`config.mk`:
```
export PLATFORM = sky130hd
export DESIGN_NAME = quadcap_frame_tx
export DESIGN_NICKNAME = d
export VERILOG_FILES = /design/src/rtl/quadcap_frame_pkg.sv /design/src/rtl/quadcap_frame_tx.sv
export SDC_FILE = /design/constraint.sdc
export NUM_CORES = 1
export LEC_CHECK = 0
export CORE_MARGIN = 1
export CORE_UTILIZATION = 45
export CTS_BUF_LIST = sky130_fd_sc_hd__clkbuf_16
export CTS_CLUSTER_SIZE = 30
export DETAILED_ROUTE_END_ITERATION = 6
export MAX_ROUTING_LAYER = met4
export PLACE_DENSITY = 0.81
export SYNTH_ARGS = -nofsm -noshare
export SYNTH_HDL_FRONTEND = slang
export SYNTH_SLANG_ARGS = --single-unit
```
`constraint.sdc`:
```
create_clock -name clk -period 2.2 [get_ports clk]
set_input_delay 0.22 -clock clk [delete_from_list [all_inputs] [get_ports clk]]
set_output_delay 0.22 -clock clk [all_outputs]
set_load 0.1 [all_outputs]
```
`src/rtl/quadcap_frame_pkg.sv`:
```
// Shared types and constants for the capture-path frame transmitter.
package quadcap_frame_pkg;

  typedef enum logic [3:0] {
    StIdle,
    StHdr0,
    StHdr1,
    StSeq,
    StLenH,
    StLenL,
    StReq,
    StWait,
    StBhi,
    StBlo,
    StCsum
  } state_e;

  localparam logic [7:0] HDR0_DEFAULT = 8'hA5;
  localparam logic [7:0] HDR1_DEFAULT = 8'h5A;

  // Cycles from data_re_pulse to data_valid on the capture FIFO read port.
  localparam int unsigned FIFO_RD_LATENCY = 3;

endpackage

```
`src/rtl/quadcap_frame_tx.sv`:
```
// Frame transmitter: drains the capture FIFO one word at a time and emits
// header, sequence, length, payload and checksum bytes on a valid/ready byte stream.
module quadcap_frame_tx
  import quadcap_frame_pkg::*;
#(
  parameter int unsigned MAX_WORDS  = 512,
  parameter logic [7:0]  HDR0       = HDR0_DEFAULT,
  parameter logic [7:0]  HDR1       = HDR1_DEFAULT,
  parameter int unsigned RD_TIMEOUT = 15
) (
  input  logic        clk,
  input  logic        rst,
  input  logic        enable,
  input  logic        err_clr,
  input  logic        fifo_empty,
  input  logic [13:0] fifo_level,
  input  logic        cap_done,
  output logic        data_re_pulse,
  input  logic        data_valid,
  input  logic [15:0] data_word,
  output logic        tx_valid,
  output logic [7:0]  tx_data,
  input  logic        tx_ready,
  output logic        busy,
  output logic [7:0]  seq,
  output logic        err
);

  localparam logic [13:0] MaxWords = 14'(MAX_WORDS);
  localparam logic [7:0]  WaitLast = 8'(RD_TIMEOUT - 1);

  state_e      state_q, state_d;
  logic [13:0] cnt_q, cnt_d;
  logic [7:0]  csum_q, csum_d;
  logic [15:0] hold_q, hold_d;
  logic [7:0]  wait_q, wait_d;
  logic        tx_valid_q, tx_valid_d;
  logic [7:0]  tx_data_q, tx_data_d;
  logic        re_pulse_q, re_pulse_d;
  logic        busy_q, busy_d;
  logic [7:0]  seq_q, seq_d;
  logic        err_q, err_d;

  logic        accept;
  logic        start;
  logic        timeout;
  logic [13:0] n_start;
  logic [7:0]  csum_add;

  assign accept   = tx_valid_q & tx_ready;
  assign csum_add = csum_q + tx_data_q;
  assign n_start  = (fifo_level >= MaxWords) ? MaxWords : fifo_level;
  assign start    = enable && (n_start != '0) &&
                    ((fifo_level >= MaxWords) || (cap_done && !fifo_empty));

  always_comb begin
    state_d    = state_q;
    cnt_d      = cnt_q;
    csum_d     = csum_q;
    hold_d     = hold_q;
    wait_d     = wait_q;
    tx_valid_d = tx_valid_q;
    tx_data_d  = tx_data_q;
    re_pulse_d = 1'b0;
    busy_d     = busy_q;
    seq_d      = seq_q;
    timeout    = 1'b0;

    unique case (state_q)
      StIdle: begin
        if (start) begin
          state_d    = StHdr0;
          cnt_d      = n_start;
          csum_d     = '0;
          tx_valid_d = 1'b1;
          tx_data_d  = HDR0;
          busy_d     = 1'b1;
        end
      end
      StHdr0: if (accept) begin
        state_d   = StHdr1;
        tx_data_d = HDR1;
      end
      StHdr1: if (accept) begin
        state_d   = StSeq;
        tx_data_d = seq_q;
      end
      StSeq: if (accept) begin
        state_d   = StLenH;
        tx_data_d = {2'b00, cnt_q[13:8]};
        csum_d    = csum_add;
      end
      StLenH: if (accept) begin
        state_d   = StLenL;
        tx_data_d = cnt_q[7:0];
        csum_d    = csum_add;
      end
      StLenL: if (accept) begin
        state_d    = StReq;
        tx_valid_d = 1'b0;
        re_pulse_d = 1'b1;
        csum_d     = csum_add;
      end
      StReq: begin
        state_d = StWait;
        wait_d  = '0;
      end
      StWait: begin
        if (data_valid) begin
          state_d    = StBhi;
          hold_d     = data_word;
          tx_valid_d = 1'b1;
          tx_data_d  = data_word[15:8];
        end else if (wait_q == WaitLast) begin
          // Abandon the frame: the receiver sees a truncated frame without checksum.
          timeout = 1'b1;
          state_d = StIdle;
          busy_d  = 1'b0;
          seq_d   = seq_q + 8'd1;
        end else begin
          wait_d = wait_q + 8'd1;
        end
      end
      StBhi: if (accept) begin
        state_d   = StBlo;
        tx_data_d = hold_q[7:0];
        csum_d    = csum_add;
      end
      StBlo: if (accept) begin
        csum_d = csum_add;
        cnt_d  = cnt_q - 14'd1;
        if (cnt_q != 14'd1) begin
          state_d    = StReq;
          tx_valid_d = 1'b0;
          re_pulse_d = 1'b1;
        end else begin
          state_d   = StCsum;
          tx_data_d = csum_add;
        end
      end
      StCsum: if (accept) begin
        state_d    = StIdle;
        tx_valid_d = 1'b0;
        busy_d     = 1'b0;
        seq_d      = seq_q + 8'd1;
      end
      default: state_d = StIdle;
    endcase

    err_d = timeout | (err_q & ~err_clr);
  end

  always_ff @(posedge clk or posedge rst) begin
    if (rst) begin
      state_q    <= StIdle;
      cnt_q      <= '0;
      csum_q     <= '0;
      hold_q     <= '0;
      wait_q     <= '0;
      tx_valid_q <= 1'b0;
      tx_data_q  <= '0;
      re_pulse_q <= 1'b0;
      busy_q     <= 1'b0;
      seq_q      <= '0;
      err_q      <= 1'b0;
    end else begin
      state_q    <= state_d;
      cnt_q      <= cnt_d;
      csum_q     <= csum_d;
      hold_q     <= hold_d;
      wait_q     <= wait_d;
      tx_valid_q <= tx_valid_d;
      tx_data_q  <= tx_data_d;
      re_pulse_q <= re_pulse_d;
      busy_q     <= busy_d;
      seq_q      <= seq_d;
      err_q      <= err_d;
    end
  end

  assign data_re_pulse = re_pulse_q;
  assign tx_valid      = tx_valid_q;
  assign tx_data       = tx_data_q;
  assign busy          = busy_q;
  assign seq           = seq_q;
  assign err           = err_q;

endmodule

```
; ---- After elaboration in Yosys (flattened, before gate mapping)
; Index checks and enable logic that the tools add are counted.
[word_totals]
register_bits = 62
inputBits = 38
[op_classes]
add_sub_neg = 4
magnitude_cmp = 1
eq_ne = 30
n_mux = 53
bitwise_logic = 4
reduce_logical = 25
[op_table]
columns = cell, count
row1 = $mux 8, 16
row2 = $pmux 8 s8, 1
row3 = $mux 4, 12
row4 = $pmux 8 s2, 3
row5 = $pmux 4 s11, 1
row6 = $mux 14, 3
row7 = $ne 2x2->1 const B, 15
row8 = $pmux 14 s2, 1
row9 = $reduce_and 10->1, 2
row10 = $add 8x1->8 const B, 2
row11 = $eq 4x3->1 const B, 4
row12 = $ge 14x10->1 const B, 1
row13 = $ne 14x1->1 const B, 1
row14 = $reduce_bool 14->1, 1
row15 = $sub 14x1->14 const B, 1
row16 = $mux 1, 13
row17 = $eq 4x4->1 const B, 3
row18 = $reduce_and 3->1, 3
row19 = $add 8x8->8, 1
row20 = $eq 4x2->1 const B, 2
row21 = $eq 8x4->1 const B, 1
row22 = $reduce_bool 2->1, 4
row23 = $reduce_bool 8->1, 1
row24 = $reduce_and 6->1, 1
row25 = other kinds (20), 24

; ---- Depth between registers and ports, before layout
; Gate-level depths: netlist (run 1).
[depth]
depth_word = 7
mapped_depth = 9
mapped_depth_nobuf = 8

; ---- Least setup slack after synthesis (run 1)
; Ideal clock, no wire load.
[synth_path]
path_kind = register -> register
start = register tx_data_q[1], in the netlist tx_data[1]
end = register csum_q[7]
arrival_ps = 2560
slack_ps = -484
stages_incl_launch_ff = 8
n_path_buf = 0
period_less_slack_ps = 2684
path_cell_list = dfrtp_1 ha_1 a21oi_1 o211ai_1 o41ai_1 xnor2_1 and3_1 a211o_1
[synth_between]
elab_chain_len = 3
[synth_lines]
columns = element, line_no
row1 = start: declaration, quadcap_frame_tx.sv:38  ; logic [7:0] tx_data_q, tx_data_d;
row2 = start signal: assignment, quadcap_frame_tx.sv:173  ; tx_data_q <= tx_data_d;
row3 = $add 8x8->8, quadcap_frame_tx.sv:51  ; assign csum_add = csum_q + tx_data_q;
row4 = $mux 8, n/a
row5 = $pmux 8 s2, quadcap_frame_tx.sv:69  ; unique case (state_q)
row6 = end signal: assignment, quadcap_frame_tx.sv:169  ; csum_q <= csum_d;
row7 = end: declaration, quadcap_frame_tx.sv:34  ; logic [7:0] csum_q, csum_d;
; No other way between the ends. The select of a mux whose other input is x is not followed.
; A chain may end at the register's enable or synchronous reset.

; ---- Final worst setup path (run 1)
[layout_path]
start = register wait_q[0]
end = register seq_q[5], in the netlist seq[5]
[layout_between]
elab_chain_len = 3
[layout_lines]
columns = element, line_no
row1 = start: declaration, quadcap_frame_tx.sv:36  ; logic [7:0] wait_q, wait_d;
row2 = start signal: assignment, quadcap_frame_tx.sv:171  ; wait_q <= wait_d;
row3 = $eq 8x4->1, quadcap_frame_tx.sv:114  ; end else if (wait_q == WaitLast) begin
row4 = $ne 2x2->1 (no line), n/a
row5 = $reduce_and 4->1 (no line), n/a
row6 = end signal: assignment, quadcap_frame_tx.sv:176  ; seq_q <= seq_d;
row7 = end: declaration, quadcap_frame_tx.sv:41  ; logic [7:0] seq_q, seq_d;
; No other way between the ends.

==> impl_results.md, run 1 <==
- R2r startpoint: wait_q[0]
- P_sw: 3.359 mW
- Layout cells sized above 1: 30.49%
- Critical Path Source: wait_q[0]
- Starting DRT DRC Count: 369
- Avg WL per Cell: 18.23 um
- CTS Buffer Depth: 2
- Number of clock sinks: 62
- Synthesized area: 3919 um^2
- Minimum clock period: 2.297 ns
- Synthesis warning total: 0
- Crit path depth: 8
- CP peak stage delay: 0.46 ns
- Drt total wl: 11960 um
- Antenna Cells: 0
- Final #Nets: 597
- Top delay family on crit path: simple AND/OR/NAND/NOR gates
- Final WS setup: -0.09745 ns
- Crit-path cells: inv_2 > ha_1 > or4b_4 > or4_4 > a21oi_4 > and4_4 > nand3_2 > xnor2_1
- Comb pwr share: 56.9%
- Starting Density: 46.98%
- Port buffer count: 57
- Sw frac: 44.96%
- RSZ-0062 raised after global routing: yes
- HP Class: input port to asynchronous set/reset pin
- Initial antenna violation count: 0
- TritonRoute pass-1 iters: 7
- Distinct cells, synth: 65
- Setup TNS: -0.2675 ns
- Status: finished with violations
- Vias in the first global route: 3822
- Worst-Skew Late Latency: 0.33 ns
- Worst path slowest cell: or4b_4
- Worst slew pin tran: 0.6661 ns
- Clk network pwr share: 18.6%
- Asr flop ratio synth: 100.0%
- Clock skew: 0.006844 ns
- Final Max Tran Viols: 0
- Worst EP arrival: 2.51 ns
- CP bufs+invs: 1
- Register area share after synthesis: 39.59%
- DRC: 4
- Util after Layout: 66.29%
- CP Data Required Time: 2.41 ns
- CTS tree: yes
- Largest net degree at the start of global routing: 29
- Max_cap viols: 0
- First-pass GRT wire length: 19130 um
- Most frequent cells in the layout: buf_4, dfrtp_1, clkdlybuf4s50_1, nor2_1, nand2_1
- Max Freq: 435.3 MHz
- Core box area: 8341 um^2
- Clock transition at the registers of the reported paths: 0.06 ns
- DR vias/cell: 6.027
- Worst reg2reg endpoint: seq[5]
- Int Power: 4.112 mW
- Hold WS: 0.2405 ns
- Flop pwr share: 24.5%
- Critical path endpoint: seq[5]
- Count of final setup violators: 4
- DPL Wire Length: 8813 um
- Syn_nets: 479
- Cell count after synthesis: 428
- Syn_area_per_cell: 9.156 um^2
- CP Class: flip-flop to flip-flop
- Die W: 95.32 um
- Worst R2R Path Depth: 8
- Leakage: 2.448 nW
- Failing checks: design-rule violations, negative setup slack
- Post-synth EDFFs: 0
- Die extent in y: 95.32 um
- Commonest non-fill, non-tap cell in the layout: buf_4
- Die area: 9086 um^2
- Area taken by multi-input logic gates: 2390 um^2
- Pre-CTS WS: -0.1524 ns
- Fin crit share: 104.4%
- Hold Fails Final Rpt: 0
- CTS Buf Count: 9
- Reg area: 1564 um^2
- Yosys reg bits: 62
- Pwr Total: 7.471 mW
- Antenna-violating nets left: 0
- H-tree levels: 3
- Total GRT Usage: 28.54%
- Top Ports: 58
- Gp weighted congestion: 0.9407
- # fillers: 669
- Gr ovfl total: 0
- Startpoint class of the critical path: flip-flop
- Relative slew slack: 55.25%
- Peak VDD IR: 0.0006142 V
- Cell Rows: 33
- DR vias: 3954
- Root buffer cell: clkbuf_16
- Reg2reg setup slack: -0.1 ns
- Pwr Density: 1351 nW/um^2
- Area added between synthesis and finish: 41.09%
- Crit-path max FO: 4
- Most used DFF post-synth: dfrtp_1
- Crit end category: flip-flop
synth_stat cells, types with 3 or more instances:
master    count  area share, %
dfrtp_1      62             40
nor2_1       36            3.4
nand2_1      35            3.4
o21ai_0      35            4.5
a21oi_1      28            3.6
mux2_2       16            4.6
nor3_1       14            1.8
inv_1        13            1.2
clkbuf_1     12            1.1
ha_1         12            3.8
nand3_1      12            1.5
xor2_1       12            2.7
xnor2_1      11            2.5
a22o_1        9            2.0
a22oi_1       7            1.3
nand4_1       7            1.1
o22ai_1       7            1.1
a211oi_1      5           0.96
nand2b_1      5           0.80
a21o_1        4           0.77
a221oi_1      4           0.89
a31oi_1       4           0.64
a32oi_1       4           0.89
and2_1        4           0.64
and3_1        4           0.64
buf_1         4           0.38
nor2b_1       4           0.64
nor4_1        4           0.64
o31ai_1       4           0.77
a222oi_1      3           0.77
buf_2         3           0.38
through the flow:
stage | cells | cell area, um^2
floorplan | 428 | 4006
global placement | 631 | 5086
detailed placement | 631 | 5086
CTS | 648 | 5396
global route | 656 | 5529
finish | 656 | 5529
power by group through the flow:
| stage | Clock, mW | Sequential (mW) | Combinational [mW] |
|---|---|---|---|
| 2_1_floorplan | 0 | 2.31 | 2.01 |
| 3_3_place_gp | 0 | 1.81 | 3.84 |
| 3_5_place_dp | 0 | 1.82 | 3.92 |
| 4_1_cts | 1.40 | 1.81 | 3.96 |
| 5_1_grt | 1.45 | 1.87 | 4.57 |
| 6_report | 1.39 | 1.83 | 4.25 |
state kept, by name, summed over array words and instances (netlist names):
name,cells
seq,8
tx_data,8
state_q,4
wait_q,8
err,1
hold_q,8
busy,1
data_re_pulse,1
cnt_q,14
tx_valid,1
csum_q,8
worst min-delay path by stage:
stage / from / to / slack, ns / cells past startpoint
final: rst / cnt_q[4] / 0.24 / 2
after global placement: seq[7] / seq[7] / 0.50 / 1
after floorplan: err_clr / err / 0.32 / 1
after detailed placement: seq[7] / seq[7] / 0.50 / 1
after global routing: rst / cnt_q[4] / 0.30 / 2
after CTS: rst / hold_q[5] / 0.26 / 2
worst reg2reg max path, stage by stage (launching register included):
cell and delay [ns]:
dfrtp_1 0.39, inv_2 0.07, ha_1 0.13, or4b_4 0.46, or4_4 0.44, a21oi_4 0.20
and4_4 0.27, nand3_2 0.08, xnor2_1 0.13
final cells by class:
class | instances | share of cell area, %
Tap cell | 105 | 2.376
Timing Repair Buffer | 128 | 19.96
Clock inverter | 7 | 1.199
Sequential cell | 62 | 28.29
Inverter | 13 | 0.8826
Multi-Input combinational cell | 332 | 43.22
Clock buffer | 9 | 4.073
kinds of logic after synthesis:
logic type / share of synthesized area, %
DFF: 39.59
and+or+nand+nor: 20.37
buffers and inverters: 3.640
muxes: 4.853
AOI/OAI and AO/OA: 22.06
xor gates and xnor gates: 5.140
adders and majority gates: 4.342
metal layers:
metal	vias to the layer above	track usage, %	routed length (um)
met1	1919	36.02	5003
met5	-	-	0
li1	1840	-	-
met4	0	12.37	285
met2	171	45.12	5913
met3	24	4.705	756
what timing repair did:
item,CTS,global route
gates resized for setup,2,19
hold endpoints to repair,0,0
gates cloned,0,0
endpoints found under the setup margin,11,37
setup buffers,1,8
pin swaps,2,12
hold buffers,0,0
Power figures use the tool's default switching activity.
==> inputs of run 2 (changes only) <==
PLACE_DENSITY = 0.78   (was 0.81)
clock period = 2.6 ns   (was 2.2 ns; I/O delays follow)
==> run 2 against run 1 <==
The flow now finishes without violations. Combinational power shrank 30%. Maximum frequency shrank 10%. Count of clock-buffer cells in the layout is the same. Sequential share of layout area rose by 2.9 points. Non-clock buffer count is 42 lower. Design area is 9.8% lower. First-iteration DRC count is 28% lower. Setup slack gained 0.15 ns. Critical endpoint unchanged.
==> impl_results.md, run 2 (synthesis gave the netlist of run 1 again) <==
- Clock skew: 0.006281 ns (-0.0005630 ns)
- Port buffer count: 57 (unchanged)
- Commonest non-fill, non-tap cell in the layout: dfrtp_1
- Antenna-violating nets left: 0 (unchanged)
- CP Class: flip-flop to flip-flop
- Area taken by multi-input logic gates: 2241 um^2 (-6.2%)
- Cts hold-fix bufs: 0 (unchanged)
- Total GRT Usage: 26.67% (-1.9 points)
- CTS Buf Count: 9 (unchanged)
- Starting Density: 46.98% (unchanged)
- Comb pwr share: 53.3% (-3.6 points)
- Reg area: 1554 um^2 (-0.64%)
- Final #Nets: 555 (-7.0%)
- Max reg flops: 14 (unchanged)
- H-tree levels: 3 (unchanged)
- Avg WL per Cell: 17.82 um (-2.3%)
- Final instance area: 4985 um^2 (-9.8%)
- Flop pwr share: 28.0% (+3.5 points)
- Hold WS: 0.3097 ns (+0.06919 ns)
- Antenna Cells: 0 (unchanged)
- Placed cells: 595 (-5.7%)
- Peak VDD IR: 0.0005375 V (-12%)
- Die area: 9086 um^2 (unchanged)
- Top reg by flops: cnt_q
- CP Data Required Time: 2.80 ns (+0.39 ns)
- Cell Rows: 33 (unchanged)
- Worst slew pin tran: 0.6064 ns (-0.05962 ns)
- Non-Filler Instances: 614 (-6.4%)
- Hold Fails Final Rpt: 0 (unchanged)
- Drt total wl: 10940 um (-8.5%)
- P_sw: 2.590 mW (-23%)
- Gp weighted congestion: 0.9667 (+2.8%)
- DPL Wire Length: 8153 um (-7.5%)
- Final Max Tran Viols: 0 (unchanged)
- DR vias: 3775 (-4.5%)
- Setup TNS: 0 ns (+0.2675 ns)
- Crit-path max FO: 5 (+1)
- Max Freq: 391.9 MHz (-10%)
- Die W: 95.32 um (unchanged)
- HP Class: input port to asynchronous set/reset pin
- Largest net degree at the start of global routing: 38 (+31%)
- Clk network pwr share: 18.8% (+0.2 points)
- DRC: 0 (-4)
- Clock transition at the registers of the reported paths: 0.05 ns (about the same)
- Core box area: 8341 um^2 (unchanged)
- First-pass GRT wire length: 17910 um (-6.4%)
- Sw frac: 46.67% (+1.7 points)
- Die extent in y: 95.32 um (unchanged)
- Pre-CTS WS: 0.1010 ns (+0.2534 ns)
- Area added between synthesis and finish: 27.20%
- DR vias/cell: 6.148 (+2.0%)
- Max_cap viols: 0 (unchanged)
- Worst-Skew Late Latency: 0.33 ns (about the same)
- CTS tree: yes
- Layout cells sized above 1: 19.25% (-11 points)
- Top Ports: 58 (unchanged)
- Vias in the first global route: 3596 (-5.9%)
- CTS Buffer Depth: 2 (unchanged)
- Int Power: 2.960 mW (-28%)
- TritonRoute pass-1 iters: 6 (-1)
- Minimum clock period: 2.552 ns (+0.2542 ns)
- Count of final setup violators: 0 (-4)
- Number of clock sinks: 62 (unchanged)
- Most frequent cells in the layout: dfrtp_1, buf_4, clkdlybuf4s50_1
- Final WS setup: 0.04834 ns (+0.1458 ns)
- Startpoint class of the critical path: flip-flop
- Pwr Density: 1113 nW/um^2 (-18%)
- Gr ovfl total: 0 (unchanged)
- Relative slew slack: 59.26% (+4.0 points)
- # fillers: 745 (+11%)
- Root buffer cell: clkbuf_16
- Fin crit share: 98.14% (-6.3 points)
- Crit end category: flip-flop
- Initial antenna violation count: 0 (unchanged)
- Starting DRT DRC Count: 266 (-28%)
- Leakage: 2.214 nW (-9.6%)
- Post-DP Area: 4693 um^2 (-7.7%)
- Status: complete, no violations
- Worst EP arrival: 2.75 ns (+0.24 ns)
[run 2: cell type report]
class / count / area share [%]
Multi-Input combinational cell: 332 / 44.95
Timing Repair Buffer: 86 / 15.06
Clock buffer: 9 / 4.518
Clock inverter: 7 / 0.6777
Sequential cell: 62 / 31.17
Inverter: 13 / 0.9789
Tap cell: 105 / 2.636
[run 2: critical path: stages (launching register included)]
cell and delay, ns:
dfrtp_1 0.43, inv_2 0.09, ha_1 0.14, or4b_4 0.47, or4_4 0.45, a21oi_4 0.21
buf_4 0.15, and4_4 0.25, nand3_2 0.09, xnor2_1 0.14
[run 2: final timing paths]
| check | start | to | slack [ns] | cells after the start |
|---|---|---|---|---|
| setup / recovery | wait_q[0] | seq[5] | 0.05 | 9 |
| hold / removal | rst | seq[0] | 0.31 | 2 |
| setup reg to reg | wait_q[0] | seq[5] | 0.05 | 9 |
| hold reg to reg | seq[7] | seq[7] | 0.51 | 1 |
| max in group asynchronous | rst | tx_data[1] | 1.67 | 3 |
| min in group clk | seq[7] | seq[7] | 0.51 | 1 |
[run 2: what timing repair did]
item                                    CTS  global route
resized for setup                         0             3
buffers inserted                          0             3
endpoints found under the setup margin    0             2
[run 2: layer usage]
| layer | wire [um] | GRT usage (%) | part of all wire (%) | vias to the layer above |
|---|---|---|---|---|
| met5 | 0 | - | 0 | - |
| met4 | 112 | 6.818 | 1.0 | 0 |
| met3 | 542 | 4.705 | 5.0 | 15 |
| met2 | 5438 | 42.86 | 50 | 138 |
| met1 | 4846 | 34.82 | 44 | 1862 |
| li1 | - | - | - | 1760 |
[run 2: power groups by stage]
stage,combinational [mW],sequential [mW],clock [mW]
6_report,2.96,1.55,1.04
5_1_grt,3.21,1.58,1.10
4_1_cts,2.91,1.54,1.05
3_5_place_dp,2.90,1.55,0
3_3_place_gp,2.85,1.54,0
2_1_floorplan,1.65,1.93,0
[run 2: stage by stage]
step	power, mW	utilization, %
6_report	5.549	59.77
5_1_grt	5.885	59.77
4_1_cts	5.510	59.38
3_5_place_dp	4.449	56.27
3_3_place_gp	4.392	56.27
2_1_floorplan	3.576	-
